## config.mk

```make
export PLATFORM = sky130hd
export DESIGN_NAME = eight_bit_sequential_divider
export DESIGN_NICKNAME = d
export VERILOG_FILES = /design/src/rtl/eight_bit_sequential_divider.sv
export SDC_FILE = /design/constraint.sdc
export NUM_CORES = 1
export LEC_CHECK = 0
export BUFFER_PORTS_ARGS = -buffer_cell sky130_fd_sc_hd__buf_4
export CORE_MARGIN = 2
export CORE_UTILIZATION = 56
export CTS_CLUSTER_DIAMETER = 80
export DETAILED_ROUTE_END_ITERATION = 6
export PLACE_DENSITY = 0.79
export SLEW_MARGIN = 25
export SYNTH_ARGS = -nofsm -noshare
export SYNTH_HDL_FRONTEND = slang
export SYNTH_SLANG_ARGS = --single-unit
```

## constraint.sdc

```tcl
create_clock -name clk -period 2.7 [get_ports clk]
set_clock_uncertainty 0.2 [all_clocks]
set_input_delay 0.54 -clock clk [delete_from_list [all_inputs] [get_ports clk]]
set_output_delay 0.54 -clock clk [all_outputs]
set_load 0.03 [all_outputs]
```

## src/rtl/eight_bit_sequential_divider.sv

```systemverilog
// Restoring divider: 16-bit dividend by 8-bit divisor, one quotient bit per clock.
// Divide-by-zero and quotient overflow are flagged immediately, without iterating.
module eight_bit_sequential_divider (
  input  logic        clk,
  input  logic        rst_n,
  input  logic        start,
  input  logic [15:0] P,
  input  logic [7:0]  B,
  output logic [7:0]  Q,
  output logic [7:0]  R,
  output logic        busy,
  output logic        done,
  output logic        div_zero,
  output logic        overflow
);

  localparam logic [1:0] S_IDLE = 2'd0;
  localparam logic [1:0] S_RUN  = 2'd1;
  localparam logic [1:0] S_DONE = 2'd2;

  logic [1:0] state_q, state_d;
  logic [7:0] rem_q, rem_d;
  logic [7:0] dvd_q, dvd_d;
  logic [7:0] quo_q, quo_d;
  logic [7:0] b_q, b_d;
  logic [2:0] cnt_q, cnt_d;
  logic [7:0] q_q, q_d;
  logic [7:0] r_q, r_d;
  logic       div_zero_q, div_zero_d;
  logic       overflow_q, overflow_d;

  logic [8:0] step_t;
  logic       step_ge;
  logic [7:0] step_rem;
  logic [7:0] step_quo;

  // rem < B always holds, so t < 2*B and t - B fits in 8 bits whenever t >= B
  always_comb begin
    step_t   = {rem_q, dvd_q[7]};
    step_ge  = (step_t >= {1'b0, b_q});
    step_rem = step_ge ? (step_t[7:0] - b_q) : step_t[7:0];
    step_quo = {quo_q[6:0], step_ge};
  end

  always_comb begin
    state_d    = state_q;
    rem_d      = rem_q;
    dvd_d      = dvd_q;
    quo_d      = quo_q;
    b_d        = b_q;
    cnt_d      = cnt_q;
    q_d        = q_q;
    r_d        = r_q;
    div_zero_d = div_zero_q;
    overflow_d = overflow_q;

    case (state_q)
      S_IDLE: begin
        if (start) begin
          b_d = B;
          if (B == 8'd0) begin
            q_d        = '1;
            r_d        = '1;
            div_zero_d = 1'b1;
            overflow_d = 1'b0;
            state_d    = S_DONE;
          end else if (P[15:8] >= B) begin
            q_d        = '1;
            r_d        = '1;
            div_zero_d = 1'b0;
            overflow_d = 1'b1;
            state_d    = S_DONE;
          end else begin
            rem_d      = P[15:8];
            dvd_d      = P[7:0];
            quo_d      = '0;
            cnt_d      = '0;
            div_zero_d = 1'b0;
            overflow_d = 1'b0;
            state_d    = S_RUN;
          end
        end
      end
      S_RUN: begin
        rem_d = step_rem;
        quo_d = step_quo;
        dvd_d = {dvd_q[6:0], 1'b0};
        cnt_d = cnt_q + 3'd1;
        if (cnt_q == 3'd7) begin
          q_d     = step_quo;
          r_d     = step_rem;
          state_d = S_DONE;
        end
      end
      S_DONE: begin
        state_d = S_IDLE;
      end
      default: begin
        state_d = S_IDLE;
      end
    endcase
  end

  always_ff @(posedge clk or negedge rst_n) begin
    if (!rst_n) begin
      state_q    <= S_IDLE;
      rem_q      <= '0;
      dvd_q      <= '0;
      quo_q      <= '0;
      b_q        <= '0;
      cnt_q      <= '0;
      q_q        <= '0;
      r_q        <= '0;
      div_zero_q <= 1'b0;
      overflow_q <= 1'b0;
    end else begin
      state_q    <= state_d;
      rem_q      <= rem_d;
      dvd_q      <= dvd_d;
      quo_q      <= quo_d;
      b_q        <= b_d;
      cnt_q      <= cnt_d;
      q_q        <= q_d;
      r_q        <= r_d;
      div_zero_q <= div_zero_d;
      overflow_q <= overflow_d;
    end
  end

  assign Q        = q_q;
  assign R        = r_q;
  assign busy     = (state_q != S_IDLE);
  assign done     = (state_q == S_DONE);
  assign div_zero = div_zero_q;
  assign overflow = overflow_q;

endmodule
```

==> results of run 1 <==
[registers in the layout, summed over array words and instances, names as in the netlist]
| signal | count |
|---|---|
| Q | 8 |
| R | 8 |
| b_q | 8 |
| cnt_q | 3 |
| div_zero | 1 |
| dvd_q | 8 |
| overflow | 1 |
| quo_q | 7 |
| rem_q | 8 |
| state_q | 2 |
[critical path, delay by kind of cell]
kind            cells  cell delay (ps)
simple gates        3             1320
compound gates      3              340
buf+inv             2              130
fa+ha+maj           1              220
[area by class of cell]
cell class | instances | area (um2)
clock inverters | 3 | 23.8
repair buffers | 58 | 435
clock buffers | 5 | 68.8
inverters | 17 | 63.8
multi-input cells | 211 | 1420
flip-flops and latches | 54 | 1350
fillers | 391 | 1600
well taps | 70 | 87.6
[cell usage after synthesis (2+ instances only)]
library cell	number	area (um2)
a21o_1	3	22.5
o21ai_0	17	85.1
buf_4	2	15.0
nand2b_1	7	43.8
o21a_1	3	22.5
or3_1	3	18.8
nand2_1	50	188
nor3_1	14	70.1
nor2_1	14	52.6
a2bb2oi_1	8	70.1
mux2_2	3	33.8
a21oi_1	7	35.0
a31oi_1	7	43.8
xor2_1	2	17.5
clkbuf_1	8	30.0
or2_2	2	12.5
nor2b_1	3	18.8
ha_1	18	225
a211oi_1	8	60.1
nand3_1	3	15.0
inv_1	17	63.8
xnor2_1	2	17.5
dfrtp_1	54	1350
mux2i_1	7	70.1
o31a_1	2	17.5
o22a_1	8	70.1
[metal layers]
metal | share of wire | vias to the layer above | track usage | routed length (um)
met4 | 0.0074 | 0 | 0.0509 | 47
met3 | 0.047 | 6 | 0.0474 | 298
met5 | 0 | - | 0 | 0
met2 | 0.46 | 55 | 0.358 | 2940
li1 | - | 1139 | - | -
met1 | 0.49 | 1112 | 0.371 | 3110
[worst paths after layout]
check	startpoint	end	slack, ps	cells after the start
max in group asynchronous	rst_n	div_zero$_DFFE_PN0P_	1790	1
hold reg to reg	overflow$_DFFE_PN0P_	overflow$_DFFE_PN0P_	290	2
setup / recovery	B[3]	rem_q[6]$_DFFE_PN0P_	130	9
setup reg to reg	rem_q[3]$_DFFE_PN0P_	rem_q[1]$_DFFE_PN0P_	160	7
hold / removal	rst_n	R[4]$_DFFE_PN0P_	60	1
min in group clk	B[3]	b_q[3]$_DFFE_PN0P_	250	3
[report_power, final]
part           internal (mW)  switching, mW  leakage (nW)
clock                  0.186          0.274        0.0408
combinational           1.02           1.42         0.927
sequential              1.18          0.241         0.607
[cell families (layout without fill, tap and decap cells)]
family                   Yosys count  count (layout)  synth area share
AND/OR/NAND/NOR                  105             105             0.173
flip-flops                        54              54             0.466
multiplexers                      10              10            0.0358
adder cells (fa/ha/maj)           19              19            0.0845
AO/OA/AOI/OAI                     73              73             0.179
XOR/XNOR                           4               4            0.0121
buffers and inverters             31              83            0.0496
[per-stage QoR]
stage / hold WS, ps / total power [mW] / utilization / setup WS [ps]
floorplan: 44.4 / 3.18 / - / 56.0
detailed placement: 274 / 3.85 / 0.664 / -179
global placement: 267 / 3.77 / 0.664 / -118
finish: 61.7 / 4.32 / 0.684 / 133
global route: 121 / 4.69 / 0.684 / 20.4
CTS: 86.5 / 4.32 / 0.682 / 74.2
==> results.toml, run 1 <==
[worst_setup_path]
crit_chain = "buf_4 -> inv_1 -> ha_1 -> or4_4 -> a21oi_2 -> o31ai_2 -> or3_1 -> nor3_1 -> a211oi_1"
cp_max_fo = 7
endpoint_kind = "flip-flop"
cpMaxStageDelayCell = "or4_4"
required_ps = 2680
cp_data_arrival_time_ps = 2550
cp-start-kind = "input port"
slowest_delay_ps = 520
critPathKind = "in2reg"

[routing]
route.detailed.drc = 0
drt-pass1-iter-count = 4
routedWlPerCell_um = 15.3
drt-initial-drc-count = 161
dr_total_vias = 2312
routed_wl_um = 6390
post_drt_via_cell_ratio = 5.53
ant_nets = 0

[sta]
tightestPinTransition_ps = 935
tns_ps = 0
fmax_mhz = 390
setup_viol_count_final = 0
fin_crit_ps = 2570
finalHoldViolCount = 0
slew_violations = 0
period_share = 0.951
slew_headroom = 0.377
rsz0062_at_grt = "false"

[clocking]
clk_latency_ps = 310
cts_resized = 0
hold_buffers = 0
postCtsSetupRepairBufs = 0
cts_tree = "done"
cts_sinks = 54
cts.path.max_buffers = 2
htree_levels = 2
numCtsBuffers = 5
cts_root_buf = "clkbuf_8"
clkSlewWorstSetupHoldPaths_ps = 100

[global_route]
overflow = 0
grt_max_degree = 55
antenna_found_initial = 0
grt_pass1_wl_um = 11300
grtUsageTotal = 0.241
grt_pass1_vias = 2295

[pwr]
p_leak_nw = 1.58
peakVddDrop_mv = 0.798
power.density_nw_per_um2 = 1250

[logic_synthesis]
seq_area_frac_synth = 0.466
syn-cell-area_um2 = 2900
synth_edf_count = 0
synthArstFlopShare = 1.00
synth_cells = 296
yosysWarningCount = 0
synth_top_flop_cell = "dfrtp_1"
synthesis.nets = 342
yosysUniqueCellTypes = 50
syn_avg_cell_area_um2 = 9.80
synth_seq_cells = 54

[floorplanning]
core_um2 = 5040
die_x_um = 76.0
io-pin-count = 47
start_util = 0.575
die_y_um = 76.0
die_area_um2 = 5770
num_rows = 26

[cells_and_area]
final_common_cell = "buf_4"
syn_to_final_growth_pct = 18.8
final_layout_size_suffix_gt1_frac = 0.233
layout.cells.non_filler = 418
nets = 393
antennaDiodeCount = 0
most-common-layout-cells = "buf_4 (58), dfrtp_1 (54), nand2_1 (50)"
fin_area_um2 = 3450

[placed_design]
dp.cells = 410
dpl_cell_area_um2 = 3350
io_buffers = 46
routabilityCongestion = 0.870
dp.final_hpwl_um = 4740

[worst_hold_path]
min_path_type = "in2async"

[flow_run]
maxCapViolations = 0

[status]
status = "finished clean"
No activity file was read; power rests on OpenSTA's default activity.
==> inputs of run 2 (changes only) <==
--- a/config.mk
+++ b/config.mk
@@ -6,8 +6,10 @@
 export NUM_CORES = 1
 export LEC_CHECK = 0
 export BUFFER_PORTS_ARGS = -buffer_cell sky130_fd_sc_hd__buf_4
+export CELL_PAD_IN_SITES_DETAIL_PLACEMENT = 0
+export CELL_PAD_IN_SITES_GLOBAL_PLACEMENT = 1
 export CORE_MARGIN = 2
-export CORE_UTILIZATION = 56
+export CORE_UTILIZATION = 43
 export CTS_CLUSTER_DIAMETER = 80
 export DETAILED_ROUTE_END_ITERATION = 6
 export PLACE_DENSITY = 0.79
==> run 2 against run 1 <==
  * Core utilization decreased by 14 points
  * Global-route usage fell by 4.2 points
  * Sequential power barely moved
  * Total power up 0.92%
==> results.toml, run 2 (synthesis results as in run 1) <==
[global_route]
grtUsageTotal = 0.199
overflow = 0
grt_pass1_wl_um = 11500
grt_pass1_vias = 2340
antenna_found_initial = 0
grt_max_degree = 55

[worst_setup_path]
cp-start-kind = "flip-flop"
crit_start = "rem_q[3]$_DFFE_PN0P_"
endpoint_kind = "flip-flop"
worstRegToRegCells = 7
slowest_delay_ps = 430
crit_chain = "ha_1 -> a21o_1 -> a31o_2 -> o221ai_2 -> nand3_2 -> mux2_2 -> a211oi_1"
path_depth = 7
endpoint = "rem_q[1]$_DFFE_PN0P_"
critPathKind = "reg2reg"
cpMaxStageDelayCell = "dfrtp_1"
r2r-end = "rem_q[1]$_DFFE_PN0P_"
path_buf_inv = 0
cp_data_arrival_time_ps = 2590
timing.rr.start = "rem_q[3]$_DFFE_PN0P_"
required_ps = 2730
cp_max_fo = 9
cpLargestDelayFamily = "compound AO/OA/AOI/OAI gates"
r2r_slack_ps = 140

[floorplanning]
num_rows = 29
die_y_um = 86.1
die_x_um = 86.1
start_util = 0.452
die_area_um2 = 7420
core_um2 = 6420
io-pin-count = 47

[cells_and_area]
syn_to_final_growth_pct = 19.9
most-common-layout-cells = "buf_4 (59), dfrtp_1 (54), nand2_1 (50)"
final_layout_size_suffix_gt1_frac = 0.234
layout.cells.non_filler = 427
nets = 395
antennaDiodeCount = 0
final_common_cell = "buf_4"

[routing]
routedWlPerCell_um = 15.6
drt-pass1-iter-count = 4
dr_total_vias = 2323
post_drt_via_cell_ratio = 5.44
routed_wl_um = 6650
route.detailed.drc = 0
ant_nets = 0
drt-initial-drc-count = 96

[status]
status = "finished clean"

[clocking]
htree_levels = 2
cts_tree = "done"
postCtsSetupRepairBufs = 0
cts_root_buf = "clkbuf_8"
clkSlewWorstSetupHoldPaths_ps = 100
cts_sinks = 54
numCtsBuffers = 5
cts_resized = 0
cts.path.max_buffers = 2
clk_latency_ps = 310
hold_buffers = 0

[sta]
period_share = 0.950
setup_viol_count_final = 0
rsz0062_at_grt = "false"
tightestPinTransition_ps = 1030
slew_headroom = 0.317
fmax_mhz = 390
fin_crit_ps = 2560
slew_violations = 0
tns_ps = 0
finalHoldViolCount = 0

[placed_design]
routabilityCongestion = 0.820
io_buffers = 46
dp.cells = 419
dp.final_hpwl_um = 4880

[pwr]
p_leak_nw = 1.60
power.density_nw_per_um2 = 1250
peakVddDrop_mv = 0.549

[worst_hold_path]
min_path_type = "in2async"

[flow_run]
maxCapViolations = 0
run 2: cell count changes in the layout (fill, tap and decap cells not counted), sizes merged:
cell / previous run / this run
buf: 58 / 60
clkbuf: 5 / 7
clkinvlp: 2 / 0
run 2: worst min-delay path by stage:
| stage | start | endpoint | slack (ps) | depth (start not counted) |
|---|---|---|---|---|
| after CTS | rst_n | b_q[3]$_DFFE_PN0P_ | 90 | 1 |
| after global routing | rst_n | b_q[2]$_DFFE_PN0P_ | 110 | 1 |
| after detailed placement | overflow$_DFFE_PN0P_ | overflow$_DFFE_PN0P_ | 270 | 2 |
| after floorplan | rst_n | Q[0]$_DFFE_PN0P_ | 40 | 0 |
| after global placement | overflow$_DFFE_PN0P_ | overflow$_DFFE_PN0P_ | 270 | 2 |
| final | rst_n | b_q[2]$_DFFE_PN0P_ | 60 | 1 |
run 2: power by group:
part	internal (mW)	total, mW	switching [mW]
logic	1.03	2.45	1.42
registers	1.18	1.43	0.248
clock network	0.213	0.491	0.278
total	2.42	4.36	1.95
run 2: layout make-up:
cell class | instances | area (um2)
fill | 614 | 2940
multi-input combinational | 211 | 1410
sequential | 54 | 1350
timing repair buffer | 60 | 463
tap | 77 | 96.3
clock buffer | 7 | 86.3
inverter | 17 | 63.8
clock inverter | 1 | 8.76
run 2: through the flow:
step	hold WS [ps]	power, mW	worst slack (ps)	instance area [um2]	util
after global routing	109	4.75	4.71	3480	0.542
after global placement	270	3.85	-111	3380	0.527
after detailed placement	270	3.88	-166	3380	0.527
after CTS	86.1	4.39	129	3480	0.542
after floorplan	44.4	3.18	56.0	2900	-
final	56.6	4.36	136	3480	0.542
run 2: per-layer routing:
layer | track usage | part of all wire | wire length [um]
met5 | 0 | 0 | 0
met4 | 0.0592 | 0.015 | 97
met3 | 0.0356 | 0.033 | 221
met2 | 0.311 | 0.47 | 3120
met1 | 0.283 | 0.48 | 3210
==> inputs of run 3 (changes only) <==
--- a/config.mk
+++ b/config.mk
@@ -10,6 +10,7 @@
 export CELL_PAD_IN_SITES_GLOBAL_PLACEMENT = 1
 export CORE_MARGIN = 2
 export CORE_UTILIZATION = 43
+export CTS_BUF_LIST = sky130_fd_sc_hd__clkbuf_16
 export CTS_CLUSTER_DIAMETER = 80
 export DETAILED_ROUTE_END_ITERATION = 6
 export PLACE_DENSITY = 0.79
==> run 3 against run 2 <==
  * Core utilization is 0.84 points higher
  * Clock power is 30% higher
  * Final area is 1.5% higher
  * First-iteration DRC count is 21% higher
  * Count of clock-buffer cells in the layout is 2 lower
  * Critical path depth stayed put
  * Register-to-register slack hardly changed
  * Combinational power hardly changed
  * Global-route usage is 0.14 points higher
  * Fmax is 0.23% lower
  * Sequential power hardly changed
==> results.toml, run 3 (synthesis results as in run 1) <==
[status]
status = "finished clean"

[routing]
routedWlPerCell_um = 15.5
post_drt_via_cell_ratio = 5.42
ant_nets = 0
drt-initial-drc-count = 116
dr_total_vias = 2318
routed_wl_um = 6640
route.detailed.drc = 0
drt-pass1-iter-count = 4

[cells_and_area]
syn_to_final_growth_pct = 21.7
nets = 396
num-fill-cells = 604
final_layout_size_suffix_gt1_frac = 0.234
antennaDiodeCount = 0
layout.cells.non_filler = 428
most-common-layout-cells = "buf_4 (60), dfrtp_1 (54), nand2_1 (50)"
fin_util = 0.550
final_common_cell = "buf_4"
fin_area_um2 = 3530

[floorplanning]
core_um2 = 6420
die_area_um2 = 7420
num_rows = 29
io-pin-count = 47
start_util = 0.452
die_x_um = 86.1
die_y_um = 86.1

[pwr]
switching_power_mw = 1.96
p_int_mw = 2.55
power_frac_comb = 0.542
power_frac_clock = 0.141
p_sw_frac = 0.434
power.density_nw_per_um2 = 1280
pwr-share-seq = 0.317
peakVddDrop_mv = 0.611
p_leak_nw = 1.63

[global_route]
grt_max_degree = 55
grt_pass1_wl_um = 11500
overflow = 0
grtUsageTotal = 0.201
grt_pass1_vias = 2345
antenna_found_initial = 0

[worst_hold_path]
min_path_type = "in2async"

[worst_setup_path]
critPathKind = "reg2reg"
cp_data_arrival_time_ps = 2570
required_ps = 2700
cp_max_fo = 9
endpoint_kind = "flip-flop"
worstRegToRegCells = 7
cp-start-kind = "flip-flop"

[clocking]
clk_latency_ps = 290
clkSlewWorstSetupHoldPaths_ps = 70
cts.path.max_buffers = 2
htree_levels = 2
cts_sinks = 54
hold_buffers = 0
numCtsBuffers = 5
cts_root_buf = "clkbuf_16"
cts_tree = "done"

[placed_design]
io_buffers = 46
dp.cells = 419
dpl_cell_area_um2 = 3380
dp.final_hpwl_um = 4880
routabilityCongestion = 0.820

[flow_run]
maxCapViolations = 0

[sta]
slew_violations = 0
tns_ps = 0
tightestPinTransition_ps = 1010
fin_crit_ps = 2570
slew_headroom = 0.324
period_share = 0.952
fmax_mhz = 389
rsz0062_at_grt = "false"
setup_viol_count_final = 0
finalHoldViolCount = 0
whs_ps = 87.8
-- run 3: cell types whose count changed in the layout (fill, tap and decap cells not counted), sizes merged --
cell,previous run,this run
clkinv,0,1
buf,60,61
clkbuf,7,5
inv,18,19
-- run 3: what timing repair did --
action                     4_1_cts  5_1_grt
hold endpoints to repair         0        0
resized for setup                0        0
setup buffers                    0        1
setup endpoints to repair        0        4
-- run 3: final cells by class --
cell class | instances | area (um2) | area share
Clock inverter | 3 | 16.3 | 0.00461
Multi-Input combinational cell | 211 | 1410 | 0.399
Sequential cell | 54 | 1350 | 0.383
Timing Repair Buffer | 61 | 470 | 0.133
Clock buffer | 5 | 125 | 0.0354
Inverter | 17 | 63.8 | 0.0181
Tap cell | 77 | 96.3 | 0.0273
-- run 3: worst paths after layout --
check / from / end / slack (ps)
worst min register to register: overflow$_DFFE_PN0P_ / overflow$_DFFE_PN0P_ / 280
worst max-delay path: rem_q[3]$_DFFE_PN0P_ / rem_q[0]$_DFFE_PN0P_ / 130
min in group clk: B[0] / b_q[0]$_DFFE_PN0P_ / 270
worst min-delay path: rst_n / b_q[2]$_DFFE_PN0P_ / 90
worst max register to register: rem_q[3]$_DFFE_PN0P_ / rem_q[0]$_DFFE_PN0P_ / 130
max in group asynchronous: rst_n / Q[2]$_DFFE_PN0P_ / 1750
-- run 3: power groups by stage --
| stage | Clock [mW] | Combinational, mW | Sequential, mW |
|---|---|---|---|
| floorplan | 0 | 1.59 | 1.59 |
| global placement | 0 | 2.41 | 1.44 |
| detailed placement | 0 | 2.45 | 1.44 |
| CTS | 0.652 | 2.46 | 1.43 |
| global route | 0.681 | 2.74 | 1.48 |
| finish | 0.636 | 2.44 | 1.43 |
-- run 3: routing by layer --
| metal | wire [um] | global-route usage | vias to the layer above |
|---|---|---|---|
| met4 | 118 | 0.0722 | 0 |
| li1 | - | - | 1155 |
| met3 | 189 | 0.0327 | 8 |
| met1 | 3210 | 0.284 | 1122 |
| met5 | 0 | 0 | - |
| met2 | 3120 | 0.311 | 33 |
-- run 3: critical path, cell delays in order, from the launching register on --
cell and delay (ps):
dfrtp_1 420, ha_1 360, a21o_1 220, a31o_2 230, o221ai_2 160, nand3_2 280, mux2_2 370, a211oi_1 240
-- run 3: through the flow --
| step | total power, mW | setup WS (ps) |
|---|---|---|
| 5_1_grt | 4.90 | 2.67 |
| 3_5_place_dp | 3.88 | -166 |
| 6_report | 4.51 | 130 |
| 3_3_place_gp | 3.85 | -111 |
| 2_1_floorplan | 3.18 | 56.0 |
| 4_1_cts | 4.54 | 124 |
